$ cat src/rtl/cpu_defs_pkg.sv
// Shared EX-stage definitions: datapath widths, ALUOp and funct encodings,
// and the state encoding of the iterative multiplier.
package cpu_defs_pkg;

    localparam int DATA_W = 32;
    localparam int REG_W  = 5;

    localparam logic [1:0] ALUOP_ADD   = 2'b00;
    localparam logic [1:0] ALUOP_SUB   = 2'b01;
    localparam logic [1:0] ALUOP_FUNCT = 2'b10;
    localparam logic [1:0] ALUOP_NONE  = 2'b11;

    localparam logic [5:0] FUNCT_ADD = 6'h20;
    localparam logic [5:0] FUNCT_SUB = 6'h22;
    localparam logic [5:0] FUNCT_AND = 6'h24;
    localparam logic [5:0] FUNCT_OR  = 6'h25;
    localparam logic [5:0] FUNCT_SLT = 6'h2A;
    localparam logic [5:0] FUNCT_MUL = 6'h18;

    localparam logic [1:0] MUL_IDLE = 2'd0;
    localparam logic [1:0] MUL_BUSY = 2'd1;
    localparam logic [1:0] MUL_DONE = 2'd2;

endpackage

$ cat src/rtl/ex_mul_iter.sv
// Iterative 32x32 multiplier: latches both operands on start, then adds one
// 8-bit slice of the multiplier per cycle over four cycles (low 32 bits kept).
module ex_mul_iter
    import cpu_defs_pkg::*;
(
    input  logic              clk_i,
    input  logic              rst_i,
    input  logic              start,
    input  logic [DATA_W-1:0] op_a,
    input  logic [DATA_W-1:0] op_b,
    output logic              busy,
    output logic              done,
    output logic [DATA_W-1:0] product
);

    logic [1:0]        state;
    logic [1:0]        cnt;
    logic [DATA_W-1:0] mcand;
    logic [DATA_W-1:0] mplier;
    logic [DATA_W-1:0] acc;
    logic [7:0]        mul_byte;
    logic [DATA_W-1:0] partial;

    assign mul_byte = mplier[{cnt, 3'b000} +: 8];
    assign partial  = (mcand * {{(DATA_W-8){1'b0}}, mul_byte}) << {cnt, 3'b000};

    // NOTE: the datapath registers are reset too, so an abandoned multiply
    // leaves no stale operands or partial sum behind.
    always_ff @(posedge clk_i or posedge rst_i) begin
        if (rst_i) begin
            state  <= MUL_IDLE;
            cnt    <= '0;
            mcand  <= '0;
            mplier <= '0;
            acc    <= '0;
        end else begin
            case (state)
                MUL_IDLE: if (start) begin
                    mcand  <= op_a;
                    mplier <= op_b;
                    acc    <= '0;
                    cnt    <= '0;
                    state  <= MUL_BUSY;
                end
                MUL_BUSY: begin
                    acc <= acc + partial;
                    cnt <= cnt + 2'd1;
                    if (cnt == 2'd3) state <= MUL_DONE;
                end
                MUL_DONE: state <= MUL_IDLE;
                default:  state <= MUL_IDLE;
            endcase
        end
    end

    assign busy    = (state == MUL_BUSY);
    assign done    = (state == MUL_DONE);
    assign product = acc;

endmodule

$ cat src/rtl/ex_stage.sv
// EX pipeline stage: operand forwarding, ALU and the EX/MEM register.
// Define EX_MULT_EN to build the iterative multiplier (funct 0x18) with stall.
module ex_stage
    import cpu_defs_pkg::*;
(
    input  logic              clk_i,
    input  logic              rst_i,
    input  logic              valid_i,
    input  logic [1:0]        WB_i,
    input  logic [1:0]        M_i,
    input  logic              ALUSrc_i,
    input  logic [1:0]        ALUOp_i,
    input  logic              RegDst_i,
    input  logic [DATA_W-1:0] RSdata_i,
    input  logic [DATA_W-1:0] RTdata_i,
    input  logic [DATA_W-1:0] imm_i,
    input  logic [5:0]        funct_i,
    input  logic [REG_W-1:0]  RSaddr_i,
    input  logic [REG_W-1:0]  RTaddr_i,
    input  logic [REG_W-1:0]  RDaddr_i,
    input  logic              wb_regwrite_i,
    input  logic [REG_W-1:0]  wb_rd_i,
    input  logic [DATA_W-1:0] wb_data_i,
    output logic              valid_o,
    output logic [1:0]        WB_o,
    output logic [1:0]        M_o,
    output logic [DATA_W-1:0] ALUresult_o,
    output logic [DATA_W-1:0] WriteData_o,
    output logic [REG_W-1:0]  RDaddr_o,
    output logic              stall_o
);

    logic              mem_fwd_a, mem_fwd_b, wb_fwd_a, wb_fwd_b;
    logic [DATA_W-1:0] fwd_a, fwd_b, alu_b, alu_res, ex_res;
    logic [REG_W-1:0]  dest;

    // The younger producer in EX/MEM wins over MEM/WB; r0 is never forwarded.
    assign mem_fwd_a = valid_o && WB_o[1] && (RDaddr_o != '0) && (RDaddr_o == RSaddr_i);
    assign mem_fwd_b = valid_o && WB_o[1] && (RDaddr_o != '0) && (RDaddr_o == RTaddr_i);
    assign wb_fwd_a  = wb_regwrite_i && (wb_rd_i != '0) && (wb_rd_i == RSaddr_i);
    assign wb_fwd_b  = wb_regwrite_i && (wb_rd_i != '0) && (wb_rd_i == RTaddr_i);

    assign fwd_a = mem_fwd_a ? ALUresult_o : (wb_fwd_a ? wb_data_i : RSdata_i);
    assign fwd_b = mem_fwd_b ? ALUresult_o : (wb_fwd_b ? wb_data_i : RTdata_i);
    assign alu_b = ALUSrc_i ? imm_i : fwd_b;
    assign dest  = RegDst_i ? RDaddr_i : RTaddr_i;

    // NOTE: alu_res gets a default before the case so no path infers a latch.
    always_comb begin
        alu_res = '0;
        case (ALUOp_i)
            ALUOP_ADD: alu_res = fwd_a + alu_b;
            ALUOP_SUB: alu_res = fwd_a - alu_b;
            ALUOP_FUNCT: begin
                case (funct_i)
                    FUNCT_ADD: alu_res = fwd_a + alu_b;
                    FUNCT_SUB: alu_res = fwd_a - alu_b;
                    FUNCT_AND: alu_res = fwd_a & alu_b;
                    FUNCT_OR:  alu_res = fwd_a | alu_b;
                    FUNCT_SLT: alu_res = {{(DATA_W-1){1'b0}}, ($signed(fwd_a) < $signed(alu_b))};
                    default:   alu_res = '0;
                endcase
            end
            default: alu_res = '0;
        endcase
    end

`ifdef EX_MULT_EN
    logic              is_mul, mul_start, mul_busy, mul_done;
    logic [DATA_W-1:0] mul_product;

    assign is_mul    = valid_i && (ALUOp_i == ALUOP_FUNCT) && (funct_i == FUNCT_MUL);
    // Gated by reset so stall_o reads 0 while reset is held.
    assign mul_start = is_mul && !rst_i;

    ex_mul_iter u_mul (
        .clk_i   (clk_i),
        .rst_i   (rst_i),
        .start   (mul_start),
        .op_a    (fwd_a),
        .op_b    (fwd_b),
        .busy    (mul_busy),
        .done    (mul_done),
        .product (mul_product)
    );

    assign stall_o = (mul_start && !mul_busy && !mul_done) || mul_busy;
    assign ex_res  = mul_done ? mul_product : alu_res;
`else
    assign stall_o = 1'b0;
    assign ex_res  = alu_res;
`endif

    // Bubbles clear only the control fields; data fields keep their last value.
    always_ff @(posedge clk_i or posedge rst_i) begin
        if (rst_i) begin
            valid_o     <= 1'b0;
            WB_o        <= '0;
            M_o         <= '0;
            ALUresult_o <= '0;
            WriteData_o <= '0;
            RDaddr_o    <= '0;
        end else if (stall_o || !valid_i) begin
            valid_o <= 1'b0;
            WB_o    <= '0;
            M_o     <= '0;
        end else begin
            valid_o     <= 1'b1;
            WB_o        <= WB_i;
            M_o         <= M_i;
            ALUresult_o <= ex_res;
            WriteData_o <= fwd_b;
            RDaddr_o    <= dest;
        end
    end

endmodule
$ cat config.mk
export PLATFORM = sky130hd
export DESIGN_NAME = ex_stage
export DESIGN_NICKNAME = d
export VERILOG_FILES = /design/src/rtl/cpu_defs_pkg.sv /design/src/rtl/ex_mul_iter.sv /design/src/rtl/ex_stage.sv
export SDC_FILE = /design/constraint.sdc
export NUM_CORES = 1
export LEC_CHECK = 0
export ABC_CLOCK_PERIOD_IN_PS = 8900
export CORE_MARGIN = 4
export CORE_UTILIZATION = 30
export CTS_CLUSTER_DIAMETER = 200
export DETAILED_ROUTE_END_ITERATION = 10
export SYNTH_ARGS = -nofsm -noshare
export SYNTH_HDL_FRONTEND = slang
export SYNTH_HIERARCHICAL = 1
export SYNTH_SLANG_ARGS = --single-unit
$ cat constraint.sdc
create_clock -name clk_i -period 8.9 [get_ports clk_i]
set_input_delay 1.78 -clock clk_i [delete_from_list [all_inputs] [get_ports clk_i]]
set_output_delay 1.78 -clock clk_i [all_outputs]
set_load 0.02 [all_outputs]
==> run summary, run 1 <==
The run finished with clean final reports. Once layout is done, the placed cells without fillers occupy 13200 µm². Most frequent cell after synthesis: nor2_1. Once detailed placement completed, the half-perimeter wirelength came to 29700 µm. Kind of start point of the critical path: an input pin. The run gives 20.4% as the overall fraction of global-route tracks in use. The post-detailed-route via-to-cell ratio came out at 5.49. Measured against its own limit, the worst slew margin works out to 29.5%. The worst-case IR drop observed on VDD is 0.0949 mV. Hold-critical path depth: 1. The startpoint of the lowest-slack hold path was WriteData_o[10].

The minimum clock period after layout works out to 6720 ps. Among all stages on the critical path, the largest delay is contributed by or4_1. The routed layout has 10583 vias. The worst hold margin was 509 ps. The setup path with the least slack is of type input pin to flip-flop.

Sequential cells were found to cover 18.1% of the synthesized design area. In this run the deepest clock path goes through 2 buffers. In the routed design, unresolved DRC markers number 0. In this run the tool buffered the top-level ports with 239 buffer cells.

The setup check on the worst reg-to-reg path leaves a slack of 3690 ps. The final weighted congestion in routability-driven placement came out at 0.955. The critical path runs through a total of 18 cells.

The maximum fanout along the worst path was 32. After clock tree synthesis, the setup repair step added 0 buffers. For the violation count after the first detailed-route iteration, the log shows 616. Relative to the synthesized area, the layout overhead comes to 28.7%. Once the floorplan was initialized, standard cells occupied 30.5% of the core. The initial antenna violation count is 0, and the number of nets produced by synthesis is 1555.

Among cell families on the critical path, the largest total delay comes from compound AO/OA/AOI/OAI gates. In the synthesized netlist, the cells that appear most often are 131 x nor2_1, 128 x a21oi_1, 101 x ha_1. The worst register-to-register path begins at RDaddr_o[1]. The logs give 74 for the number of sinks on the clock net and 149 MHz for the peak clock frequency supported by timing. At the pin with the least slew margin, the transition time is 1050 ps. The repair_antennas step left the layout with diodes totalling 0. The layout net count is 1744, and the latest clock arrival within the worst-skew pair is 370 ps. For the count of instances resized after the clock tree is built, the log shows 0. The first global-routing pass estimated 59800 µm of wire.

Before antenna repair, the detailed router went through 5 iterations. The fraction of synthesized cell area taken by the top area cell type was 18.1%. Summing all placed instances gives a cell area of 12900 µm². In this run, synthesis inferred 0 flip-flops with an integrated enable.

The core region is 33600 µm². The width of the chip is 193 µm, and the fraction of final layout cells sized beyond drive strength 1 is 9.81%. Dominant synthesized flop cell: dfrtp_1. The cell area after technology mapping came out at 10300 µm².

The root buffer cell was clkbuf_16. Setup violations remaining at the end of the flow were counted as 0. The analysis attributes to cell leakage a power of 0.00549 µW.

In this run the power density over the cells is 126 nW/µm². TritonCTS built the clock tree. Counting the buffers created by CTS gives 9.

The floorplan step set the die height to 193 µm. The tools report the total count of max-transition violations in the final report as 0. Traced cell by cell, the critical path runs through clkdlybuf4s50_1 > or4_1 > o21ai_1 > nor4_4 > buf_4 > mux2i_1 > a21oi_1 > mux2_2 > ha_1 > fa_1 > a21o_1 > a31oi_1 > o21ai_1 > a31o_2 > a41o_1 > a31oi_1 > o32ai_1 > o31a_1. Setup repair after global routing left no endpoint under its margin. The path class of the tightest hold or removal check is flip-flop to flip-flop. The die outline area came out at 37200 µm². In the final routed layout, each cell accounts on average for 20.6 µm. The largest stage delay on the critical path works out to 530 ps. The tool flagged a number of max-cap violations equal to 0. The Yosys step of the flow raised 6 warnings. The setup skew after layout is 13.6 ps. Largest area contributor in the synthesized netlist: dfrtp_1. The required time of the critical path is 9150 ps. After synthesis, the share of flip-flops with an asynchronous set or reset is 100%. Counting every instance in the synthesized netlist gives 1286.

Sorting the synthesized cells by area gives the leading types as dfrtp_1 18%, ha_1 12%, mux2i_1 7.3%. The clock transition at the registers of the reported paths works out to 60 ps. After synthesis, the mean cell area works out to 7.98 µm². Counting distinct cell types in the post-synthesis netlist gives 102. The endpoint with the worst hold slack is WriteData_o[10]. The number of top-level pins was 241; the combined buffer and inverter count along the critical path was 2. Once detail routing completed, the nets flagged for antenna violations numbered 0. After synthesis the netlist holds a flip-flop and latch count of 74. The cell row count was 67.

The total grt overflow came out at 0. The CTS H-tree depth is 3, and the number of failing hold endpoints at the final stage is 0. The tools report the total routed wirelength as 39700 µm. Entering global routing, the biggest net connects 67 pins. The setup TNS after final layout is 0 ps, and the data arrival time of the critical path is 6970 ps.

The number of cell instances on the worst register-to-register path is 18. The worst setup path is captured at a flip-flop. The part of the cycle the worst path needs came out at 75.5%. The endpoint identified for the worst register-to-register timing path is ALUresult_o[0].

Hold repair after CTS inserted 0 buffers. Via count of the first global-routing pass: 10353.
-- per-layer routing --
layer  track usage [%]  share of wire (%)  vias up
met1              27.6                 46     5112
met4              5.45                1.8        0
met3              3.49                6.7       50
met5                 0                  0        -
met2              33.7                 46      360
li1                  -                  -     5061
-- power breakdown --
group          total (µW)  switching, µW  internal [µW]
registers             430           48.8            381
clock network         377            168            209
logic                 862            486            376
total                1670            703            966
-- layout make-up --
cell class | count | area (µm²)
Fill cell | 3474 | 20400
Multi-Input combinational cell | 1028 | 7580
Timing Repair Buffer | 257 | 2520
Sequential cell | 74 | 1850
Tap cell | 448 | 561
Inverter | 105 | 395
Clock buffer | 12 | 267
Clock inverter | 2 | 12.5
-- worst max-delay path by stage --
stage,from,to
2_1_floorplan,wb_rd_i[4],ALUresult_o[22]
3_3_place_gp,wb_rd_i[3],ALUresult_o[22]
3_5_place_dp,wb_rd_i[3],ALUresult_o[22]
4_1_cts,wb_rd_i[3],ALUresult_o[22]
5_1_grt,RSaddr_i[4],ALUresult_o[28]
6_report,wb_rd_i[3],ALUresult_o[22]
-- stage by stage --
step | std cells | setup WS (ps) | util (%) | power, µW
6_report | 1926 | 2180 | 39.3 | 1670
3_3_place_gp | 1912 | 1960 | 38.4 | 1280
3_5_place_dp | 1912 | 1850 | 38.4 | 1290
5_1_grt | 1926 | 1870 | 39.3 | 1770
2_1_floorplan | 1286 | 3190 | - | 964
4_1_cts | 1926 | 2220 | 39.3 | 1680
-- cells in the final DEF, fill, tap and decap left out, drive strengths merged, types with 16 or more instances in the layout --
cell,n
o21a,34
nand2,82
inv,104
o21ai,45
a21o,19
ha,101
dfrtp,74
a211oi,24
o211ai,16
nor2,132
clkdlybuf4s50,236
a221oi,17
buf,21
mux2i,75
nand3,23
mux2,63
nor2b,18
nor3,23
a21oi,129
-- cells by family (layout without fill, tap and decap cells) --
kind of cell    Yosys count  after routing  share of synthesized area (%)
other cells               1              1                         0.0366
simple gates            347            347                           16.0
flops                    74             74                           18.1
buf+inv                 184            376                           8.30
fa+ha+maj               103            103                           12.7
compound gates          415            415                           28.6
xor+xnor                 24             24                           2.05
mux                     138            138                           14.2
-- state kept, by name (all words and copies together), names as in the netlist --
signal	count
ALUresult_o	32
M_o	2
RDaddr_o	5
WB_o	2
WriteData_o	32
valid_o	1
(Power assumes the default switching activity.)
==> run 2, diff against run 1 <==
- ABC_CLOCK_PERIOD_IN_PS: 8900 -> 6050
- clock period: 8.9 -> 6.05 ns (I/O delays scaled with it)
==> run summary, run 2 (synthesis gave the netlist of run 1 again) <==
The total core area was 33600 µm². The critical path goes through clkdlybuf4s50_1 > or4_1 > o21ai_1 > buf_4 > nor4_4 > buf_12 > mux2i_1 > a21oi_1 > mux2_2 > ha_1 > nand2b_1 > a221oi_2 > nor3_1 > o21ai_2 > buf_4 > a21boi_1 > o21a_1 > o311ai_0 > a21oi_1. The root buffer cell was clkbuf_16.

The width of the chip came out at 193 µm. Kind of cell adding the most delay to the critical path: compound AO/OA/AOI/OAI gates. Routability-driven placement finished with a final weighted congestion of 0.975. The tools report the CTS H-tree depth as 3. Most common library cell in the layout ignoring fill and taps: clkdlybuf4s50_1. In the final design database the tool counted 1798 nets. The count of hold buffers inserted by post-cts repair came out at 0. The tools report the startpoint of the lowest-slack register-to-register path as RDaddr_o[1]. The total vias in the final route was 10670; the via count of the first global-routing pass was 10834.

The minimum clock period after layout is 5590 ps, and the starting density of the core is 30.5%. The largest registers in the layout are ALUresult_o (32), WriteData_o (32), RDaddr_o (5). For the worst setup path, the data arrival time is 5810 ps. STA classifies the critical path startpoint as an input pin. In this run the tool buffered the top-level ports with 239 buffer cells. The tools report the timing startpoint of the critical path as wb_rd_i[3]. The min-delay analysis places its worst path in the category flip-flop to flip-flop. Setup violations remaining at the end of the flow were counted as 0. Register-to-register setup slack: 1370 ps.

Static timing analysis puts the maximum clock frequency at 179 MHz. The transition at the pin with the smallest max-transition slack was 1050 ps. After detailed routing, the average wire length per cell comes to 20.3 µm.

In this run the post-CTS setup repair buffer count came out at 0. Post-detailed-route via-to-cell ratio: 5.38. TritonCTS built the clock tree.

The logs give 0 for the number of failing hold endpoints at the final stage and 6270 ps for the required time of the critical path. The filler cells instantiated in the layout total 3444. The worst-case IR drop observed on VDD is 0.146 mV. The overall fraction of global-route tracks in use was 21.0%; the number of cell instances on the worst register-to-register path was 16.

For the number of maximum-capacitance violations, the log shows 0. Clock-pin slew was measured on the worst setup and hold paths at 60 ps. Critical path capture point type: a flip-flop. Area overhead of the layout relative to synthesis: 33.4%.

In this run the worst path has a maximum fanout of 16. Global routing finished with a remaining overflow of 0. The path length in cells of the critical path is 19, and the combined buffer and inverter count along the critical path is 4. Including well taps, the total number of placed cells is 1966.

The run finished with clean final reports. The largest net degree at the start of global routing is 66, and the number of remaining DRC errors is 0. Once the clock tree was built, the resizer swapped 0 gates to a different size. In the final layout, the share of cells above drive strength 1 is 13.1%.

The violation count after the first detailed-route iteration was 685; the cell row count was 67. For this run, the slowest stage of the critical path takes 540 ps. Slowest cell on the critical path: clkdlybuf4s50_1. Global-route wire length before repair: 61200 µm. The clock reaches the later pin of the worst-skew pair after 370 ps.

Setup repair after global routing left no endpoint under its margin. The tools report the end point of the critical path as ALUresult_o[0]. Setup skew after layout: 19.6 ps.

Endpoint of the worst-slack reg-to-reg timing path: ALUresult_o[0]. The worst setup path is of the input pin to flip-flop kind. CTS saw 74 sinks. After routing, the total negative slack on setup checks comes to 0 ps. The tools report the number of top-level pins as 241. The filler-free cell count of the finished design is 1983, and the number of detailed-route iterations in the first pass is 5.

The run gives 1 as the initial antenna violation count. The library cells used most frequently in the layout, excluding fill and tap cells, are 236 x clkdlybuf4s50_1, 131 x nor2_1, 128 x a21oi_1, 101 x ha_1, 95 x inv_1. The worst hold path begins at WriteData_o[27]. The worst path uses 92.3% of the clock period. Once detail routing completed, the nets flagged for antenna violations numbered 0. The HPWL after detailed placement is 31200 µm.

The number of buffers created by CTS was 9; the total power per unit cell area was 190 nW/µm². The maximum count of clock buffers along a single path is 2. The max-slew headroom at the worst pin was 30.2%; the total count of max-transition violations in the final report was 0.

Summed over all layers, the routed wires come to 40300 µm. The analysis attributes to cell leakage a power of 0.00579 µW. Y dimension of the die: 193 µm.

The die outline area came out at 37200 µm².
[run 2: changes by cell type in the layout (fill, tap and decap cells not counted), sizes merged]
cell / change
clkinvlp: -1
bufinv: +2
clkbuf: -2
clkinv: +3
buf: +54
diode: +1
[run 2: worst reg2reg max path, stage by stage, from the launching register on]
cell and delay, ps:
dfrtp_1 460, or3_1 400, o311a_1 320, nand4_1 250
buf_12 240, a21oi_1 110, mux2_2 290, ha_1 400
nand2b_1 220, a221oi_2 290, nor3_1 110, o21ai_2 310
buf_4 190, a21boi_1 90, o21a_1 230, o311ai_0 490
a21oi_1 120
[run 2: report_power, final]
group / switching [µW] / leakage, µW / internal [µW]
registers: 71.7 / 0.000912 / 560
logic: 732 / 0.00472 / 607
clock network: 261 / 0.000162 / 371
[run 2: final cells by class]
class                           count  area [µm²]  area share [%]
Inverter                          105         395            2.89
Sequential cell                    74        1850            13.5
Clock inverter                      6        80.1           0.585
Multi-Input combinational cell   1028        7580            55.4
Clock buffer                       10         239            1.75
Antenna cell                        1        2.50          0.0183
Timing Repair Buffer              311        2970            21.7
Tap cell                          448         561            4.10
[run 2: how the worst min path moves through the flow]
stage / cells after the start / slack (ps) / endpoint
after floorplan: 1 / 630 / ALUresult_o[12]
after global placement: 1 / 490 / WriteData_o[28]
after global routing: 1 / 530 / WriteData_o[2]
after CTS: 1 / 510 / WriteData_o[27]
after detailed placement: 1 / 500 / WriteData_o[27]
final: 1 / 510 / WriteData_o[27]
[run 2: metrics by stage]
step           hold slack (ps)  worst slack [ps]  utilization (%)  total power, µW  area [µm²]
3_3_place_gp               493               188             39.7             1960       13400
2_1_floorplan              631               909                -             1420       10300
5_1_grt                    528               233             40.7             2760       13700
4_1_cts                    510               471             40.7             2620       13700
3_5_place_dp               496               107             39.7             1970       13400
6_report                   506               463             40.7             2600       13700
[run 2: metal layers]
| layer | global-route usage [%] | share of wire [%] | vias up |
|---|---|---|---|
| li1 | - | - | 5160 |
| met3 | 2.86 | 5.9 | 50 |
| met1 | 28.8 | 47 | 5074 |
| met4 | 5.77 | 1.9 | 0 |
| met5 | 0 | 0 | - |
| met2 | 34.6 | 46 | 386 |
